--- src/rtl/pmem_arbiter.sv ---
// pmem_arbiter: shares one cacheline memory port between the icache (read-only)
// and the dcache (read + write-back). Simultaneous requests are resolved
// round-robin. The granted command is latched and held until mem_resp, and the
// response is routed back only to the owner.
//
// state  | meaning
// IDLE   | no transaction outstanding, arbitration happens here only
// I_BUSY | icache owns memory, waiting for mem_resp
// D_BUSY | dcache owns memory, waiting for mem_resp
module pmem_arbiter #(
  parameter int ADDR_WIDTH = 32,
  parameter int LINE_WIDTH = 256
) (
  input  logic                  clk,
  input  logic                  rst,
  input  logic                  i_pmem_read,
  input  logic [ADDR_WIDTH-1:0] i_pmem_address,
  output logic [LINE_WIDTH-1:0] i_pmem_rdata,
  output logic                  i_pmem_resp,
  input  logic                  d_pmem_read,
  input  logic                  d_pmem_write,
  input  logic [ADDR_WIDTH-1:0] d_pmem_address,
  input  logic [LINE_WIDTH-1:0] d_pmem_wdata,
  output logic [LINE_WIDTH-1:0] d_pmem_rdata,
  output logic                  d_pmem_resp,
  output logic                  mem_read,
  output logic                  mem_write,
  output logic [ADDR_WIDTH-1:0] mem_address,
  output logic [LINE_WIDTH-1:0] mem_wdata,
  input  logic [LINE_WIDTH-1:0] mem_rdata,
  input  logic                  mem_resp
);

  typedef enum logic [1:0] {
    IDLE   = 2'd0,
    I_BUSY = 2'd1,
    D_BUSY = 2'd2
  } state_e;

  state_e                state_q, state_d;
  logic                  last_d_q, last_d_d;   // 1: dcache holds the most recent grant
  logic                  cmd_read_q, cmd_read_d;
  logic                  cmd_write_q, cmd_write_d;
  logic [ADDR_WIDTH-1:0] cmd_addr_q, cmd_addr_d;
  logic [LINE_WIDTH-1:0] cmd_wdata_q, cmd_wdata_d;

  logic i_req, d_req, grant_i, grant_d;

  assign i_req = i_pmem_read;
  assign d_req = d_pmem_read | d_pmem_write;

  // On a tie the requester that did not win last time is served.
  assign grant_i = (state_q == IDLE) && i_req && (!d_req || last_d_q);
  assign grant_d = (state_q == IDLE) && d_req && (!i_req || !last_d_q);

  // State register
  always_ff @(posedge clk) begin
    if (rst) state_q <= IDLE;
    else     state_q <= state_d;
  end

  // Next-state logic: grant from IDLE, return to IDLE on the memory response
  always_comb begin
    state_d = state_q;
    case (state_q)
      IDLE: begin
        if (grant_i)      state_d = I_BUSY;
        else if (grant_d) state_d = D_BUSY;
      end
      I_BUSY, D_BUSY: begin
        if (mem_resp) state_d = IDLE;
      end
      default: state_d = IDLE;
    endcase
  end

  // Command capture on grant, command strobes cleared on completion
  always_comb begin
    last_d_d    = last_d_q;
    cmd_read_d  = cmd_read_q;
    cmd_write_d = cmd_write_q;
    cmd_addr_d  = cmd_addr_q;
    cmd_wdata_d = cmd_wdata_q;
    if (grant_i) begin
      last_d_d    = 1'b0;
      cmd_read_d  = 1'b1;
      cmd_write_d = 1'b0;
      cmd_addr_d  = i_pmem_address;
      cmd_wdata_d = '0;
    end else if (grant_d) begin
      // read+write together is illegal; the write-back wins
      last_d_d    = 1'b1;
      cmd_read_d  = ~d_pmem_write;
      cmd_write_d = d_pmem_write;
      cmd_addr_d  = d_pmem_address;
      cmd_wdata_d = d_pmem_wdata;
    end else if ((state_q != IDLE) && mem_resp) begin
      cmd_read_d  = 1'b0;
      cmd_write_d = 1'b0;
    end
  end

  // Command registers feed the memory port directly
  always_ff @(posedge clk) begin
    if (rst) begin
      last_d_q    <= 1'b0;
      cmd_read_q  <= 1'b0;
      cmd_write_q <= 1'b0;
      cmd_addr_q  <= '0;
      cmd_wdata_q <= '0;
    end else begin
      last_d_q    <= last_d_d;
      cmd_read_q  <= cmd_read_d;
      cmd_write_q <= cmd_write_d;
      cmd_addr_q  <= cmd_addr_d;
      cmd_wdata_q <= cmd_wdata_d;
    end
  end

  // Response routing: only the current owner sees mem_resp
  always_comb begin
    i_pmem_resp = 1'b0;
    d_pmem_resp = 1'b0;
    case (state_q)
      I_BUSY:  i_pmem_resp = mem_resp;
      D_BUSY:  d_pmem_resp = mem_resp;
      default: ;
    endcase
  end

  assign mem_read     = cmd_read_q;
  assign mem_write    = cmd_write_q;
  assign mem_address  = cmd_addr_q;
  assign mem_wdata    = cmd_wdata_q;
  assign i_pmem_rdata = mem_rdata;
  assign d_pmem_rdata = mem_rdata;

  // Flag the illegal simultaneous dcache read and write
  always @(posedge clk) begin
    assert (rst || !(d_pmem_read && d_pmem_write))
      else $error("pmem_arbiter: d_pmem_read and d_pmem_write asserted together");
  end

endmodule

--- config.mk ---
export PLATFORM = sky130hd
export DESIGN_NAME = pmem_arbiter
export DESIGN_NICKNAME = d
export VERILOG_FILES = /design/src/rtl/pmem_arbiter.sv
export SDC_FILE = /design/constraint.sdc
export NUM_CORES = 1
export LEC_CHECK = 0
export CAP_MARGIN = 20
export CORE_AREA = 8 8 538 540
export DETAILED_ROUTE_END_ITERATION = 7
export DIE_AREA = 0 0 546 548
export PLACE_DENSITY = 0.3
export SYNTH_ARGS = -nofsm -noshare
export SYNTH_HDL_FRONTEND = slang
export SYNTH_SLANG_ARGS = --single-unit
--- constraint.sdc ---
create_clock -name clk -period 2.22 [get_ports clk]
set_input_delay 0.222 -clock clk [delete_from_list [all_inputs] [get_ports clk]]
set_output_delay 0.222 -clock clk [all_outputs]
set_load 0.05 [all_outputs]
==> results of run 1 <==
## layout make-up
| type | count | share of cell area |
|---|---|---|
| Multi-Input combinational cell | 865 | 0.200 |
| Tap cell | 3743 | 0.197 |
| Timing Repair Buffer | 708 | 0.291 |
| Clock buffer | 65 | 0.0550 |
| Antenna cell | 13 | 0.00137 |
| Sequential cell | 293 | 0.246 |
| Inverter | 4 | 0.000630 |
| Clock inverter | 18 | 0.00914 |
## cell families (layout without fill, tap and decap cells)
kind of cell	count (synthesis)	in the layout	synth area share
and+or+nand+nor	272	272	0.0900
buffers and inverters	676	795	0.302
other	0	13	0
AOI/OAI and AO/OA	589	589	0.218
adders and majority gates	4	4	0.00330
DFF	293	293	0.386
## worst max path at each step
stage                endpoint  slack [ps]      startpoint  cells after the start
2_1_floorplan  mem_address[2]         660      state_q[0]                      7
3_3_place_gp   mem_address[8]         160     i_pmem_read                      5
3_5_place_dp    mem_wdata[27]         140    d_pmem_write                      6
4_1_cts        mem_address[4]           1  mem_address[4]                      1
5_1_grt        mem_wdata[179]          10  mem_wdata[179]                      1
6_report        mem_wdata[88]         100   mem_wdata[88]                      1
## where the power goes
group | internal, mW | switching [mW]
Sequential | 6.48 | 0.818
Combinational | 4.30 | 10.3
Clock | 4.47 | 3.22
## metal layers
metal,part of all wire,wire (um)
met3,0.21,32300
met5,0.00094,146
met4,0.058,8940
met1,0.30,46600
met2,0.43,66600
## state kept, by name, indices dropped and copies added (netlist names)
| name | count |
|---|---|
| last_d_q | 1 |
| mem_read | 1 |
| mem_write | 1 |
| mem_address | 32 |
| mem_wdata | 256 |
| state_q | 2 |
## per-stage QoR
step	cells	total power [mW]	cell area, um2
6_report	5709	29.6	23800
5_1_grt	5698	31.4	23800
4_1_cts	5696	30.6	23800
3_5_place_dp	5608	22.6	22300
3_3_place_gp	5608	22.6	22300
2_1_floorplan	1834	17.4	15200
## cell usage in the layout (no fill, tap or decap), drive strengths merged, types with 3 or more instances in the layout
| cell type | count |
|---|---|
| ha | 4 |
| dlygate4sd3 | 5 |
| dfxtp | 293 |
| o21ai | 259 |
| buf | 234 |
| dlygate4sd2 | 36 |
| nand3 | 259 |
| inv | 8 |
| o31a | 32 |
| o221a | 32 |
| clkinv | 9 |
| diode | 13 |
| o211ai | 3 |
| a21oi | 257 |
| bufinv | 3 |
| clkdlybuf4s50 | 433 |
| clkbuf | 65 |
| and2 | 3 |
## timing repair
action                     CTS  global route
hold endpoints to repair     5             0
resized for setup           36             0
setup endpoints to repair   36             0
hold buffers                 5             0
==> run_results.csv, run 1 <==
group,metric,value,unit
timing,clock_skew,55.2,ps
worst_hold_path,hp-start,"d_pmem_wdata[252]",
worst_setup_path,timing.rr.start,"state_q[0]",
synth,syn_nets,2420,
routing,drt_iter0_markers,835,
placement,numPortBuffers,617,
worst_setup_path,worstReg2RegEnd,"mem_wdata[39]",
placement,dp_hpwl,135000,um
timing,max-slew-margin-rel,0.480,
layout,multi_input_area,4770,um2
clock_tree,cts_tree,"done",
routing,via_per_inst,2.47,
grt,grt_pass1_wl,189000,um
routing,drc_errors,0,
synth,synth_common_cells,"buf_4, dfxtp_1, nand3_1",
synth,synth.distinct_cells,31,
worst_setup_path,startpoint_type,"register",
timing,timing.final.crit_share,0.957,
timing,rsz0062_at_grt,"no",
routing,first_pass_iters,5,
die,io_pins,1386,
timing,fin_crit,2120,ps
placement,gp_congestion,0.767,
grt,grt_overflow,0,
routing,avgRoutedWirePerCell,27.1,um
grt,grt_use_met3,0.0934,
die,die_w,546,um
routing,antenna_left,0,
worst_setup_path,end_kind,"output pin",
power,p_per_area,1240,nW/um2
synth,synth_top_cell_area_share,0.386,
die,coreArea,281000,um2
clock_tree,cts_sinks,293,
worst_setup_path,worstSetupPathType,"register to output pin",
grt,antenna_found_initial,70,
layout,regArea,5870,um2
status,status,"finished clean",
synth,synth_cells,1834,
timing,setup_viol,0,
synth,synth_warnings,0,
synth,synth_area_per_cell,8.28,um2
synth,netlist_area,15200,um2
clock_tree,cts_buffers,45,
die,fp.dieH,548,um
clock_tree,cts.clk_slew.worst_paths,60,ps
timing,setup_slack,96.1,ps
clock_tree,worstSkewPairLatency,690,ps
grt,grt_usage,0.0983,
worst_setup_path,timing.reg2reg.setup_slack,210,ps
worst_setup_path,cpPeakStageDelay,860,ps
power,p_leak,7.70,nW
worst_hold_path,hold-path-endpoint,"mem_wdata[252]",
worst_setup_path,crit_path_top_delay_cell,"clkdlybuf4s50_1",
die,rows,195,
timing,slew_viol_final,0,
layout,final_core_util,0.0848,
timing,worstMarginPinSlew,783,ps
grt,first_global_vias,14400,
run,drv_cap,0,
worst_setup_path,path_delay_family,"buffers and inverters",
worst_setup_path,worstPathRequired,2000,ps
layout,fillers,32800,
layout,syn_to_final_growth,56.9,%
clock_tree,cts-root-buf,"clkbuf_16",
synth,synth.most_common_cell,"buf_4",
clock_tree,cts.path.max_buffers,3,
power,peakVddDrop,0.569,mV
synth,synth-seq-cells,293,
synth,yosys.area.top_type,"dfxtp_1",
die,fp.dieArea,299000,um2
synth,ys_seq_area_frac,0.386,
worst_setup_path,cp_max_fo,2,
clock_tree,cts_setup_buffers,0,
layout,fin_nets,2503,
worst_setup_path,path_cells,"clkdlybuf4s50_1",
worst_hold_path,hold_class,"primary input to register",
layout,post_route_cells_drive_above_1_share,0.164,
timing,fin_setup_tns,0,ps
grt,grt_max_degree,52,
grt,use_met1,0.0848,
synth,synth.area.top_cells,"dfxtp_1, buf_4, nand3_1",
worst_setup_path,worstPathArrival,1900,ps
timing,max_freq,471,MHz
worst_setup_path,rr_worst_depth,7,
worst_setup_path,crit_buf_inv,1,
grt,grt_busiest_layer,"met2",
placement,dp_slack,136,ps
synth,synth_enable_flop_cells,0,
clock_tree,cts_max_level,2,
worst_hold_path,worstHoldPathCells,3,
routing,dr_total_vias,14100,
synth,async_flop_share,0,
timing,final_hold_viol_count,0,
grt,use_met2,0.152,
synth,dominantRegCellSynth,"dfxtp_1",
die,start_util,0.0541,
routing,finalWirelength,155000,um
timing,whs,133,ps
No activity file was read; power rests on OpenSTA's default activity.
==> inputs of run 2 (changes only) <==
GPL_ROUTABILITY_DRIVEN = 1   (was unset)
SLEW_MARGIN = 30   (was unset)
==> results of run 2 <==
Same layout as run 1: the final DEF is identical, and so are final timing and power.
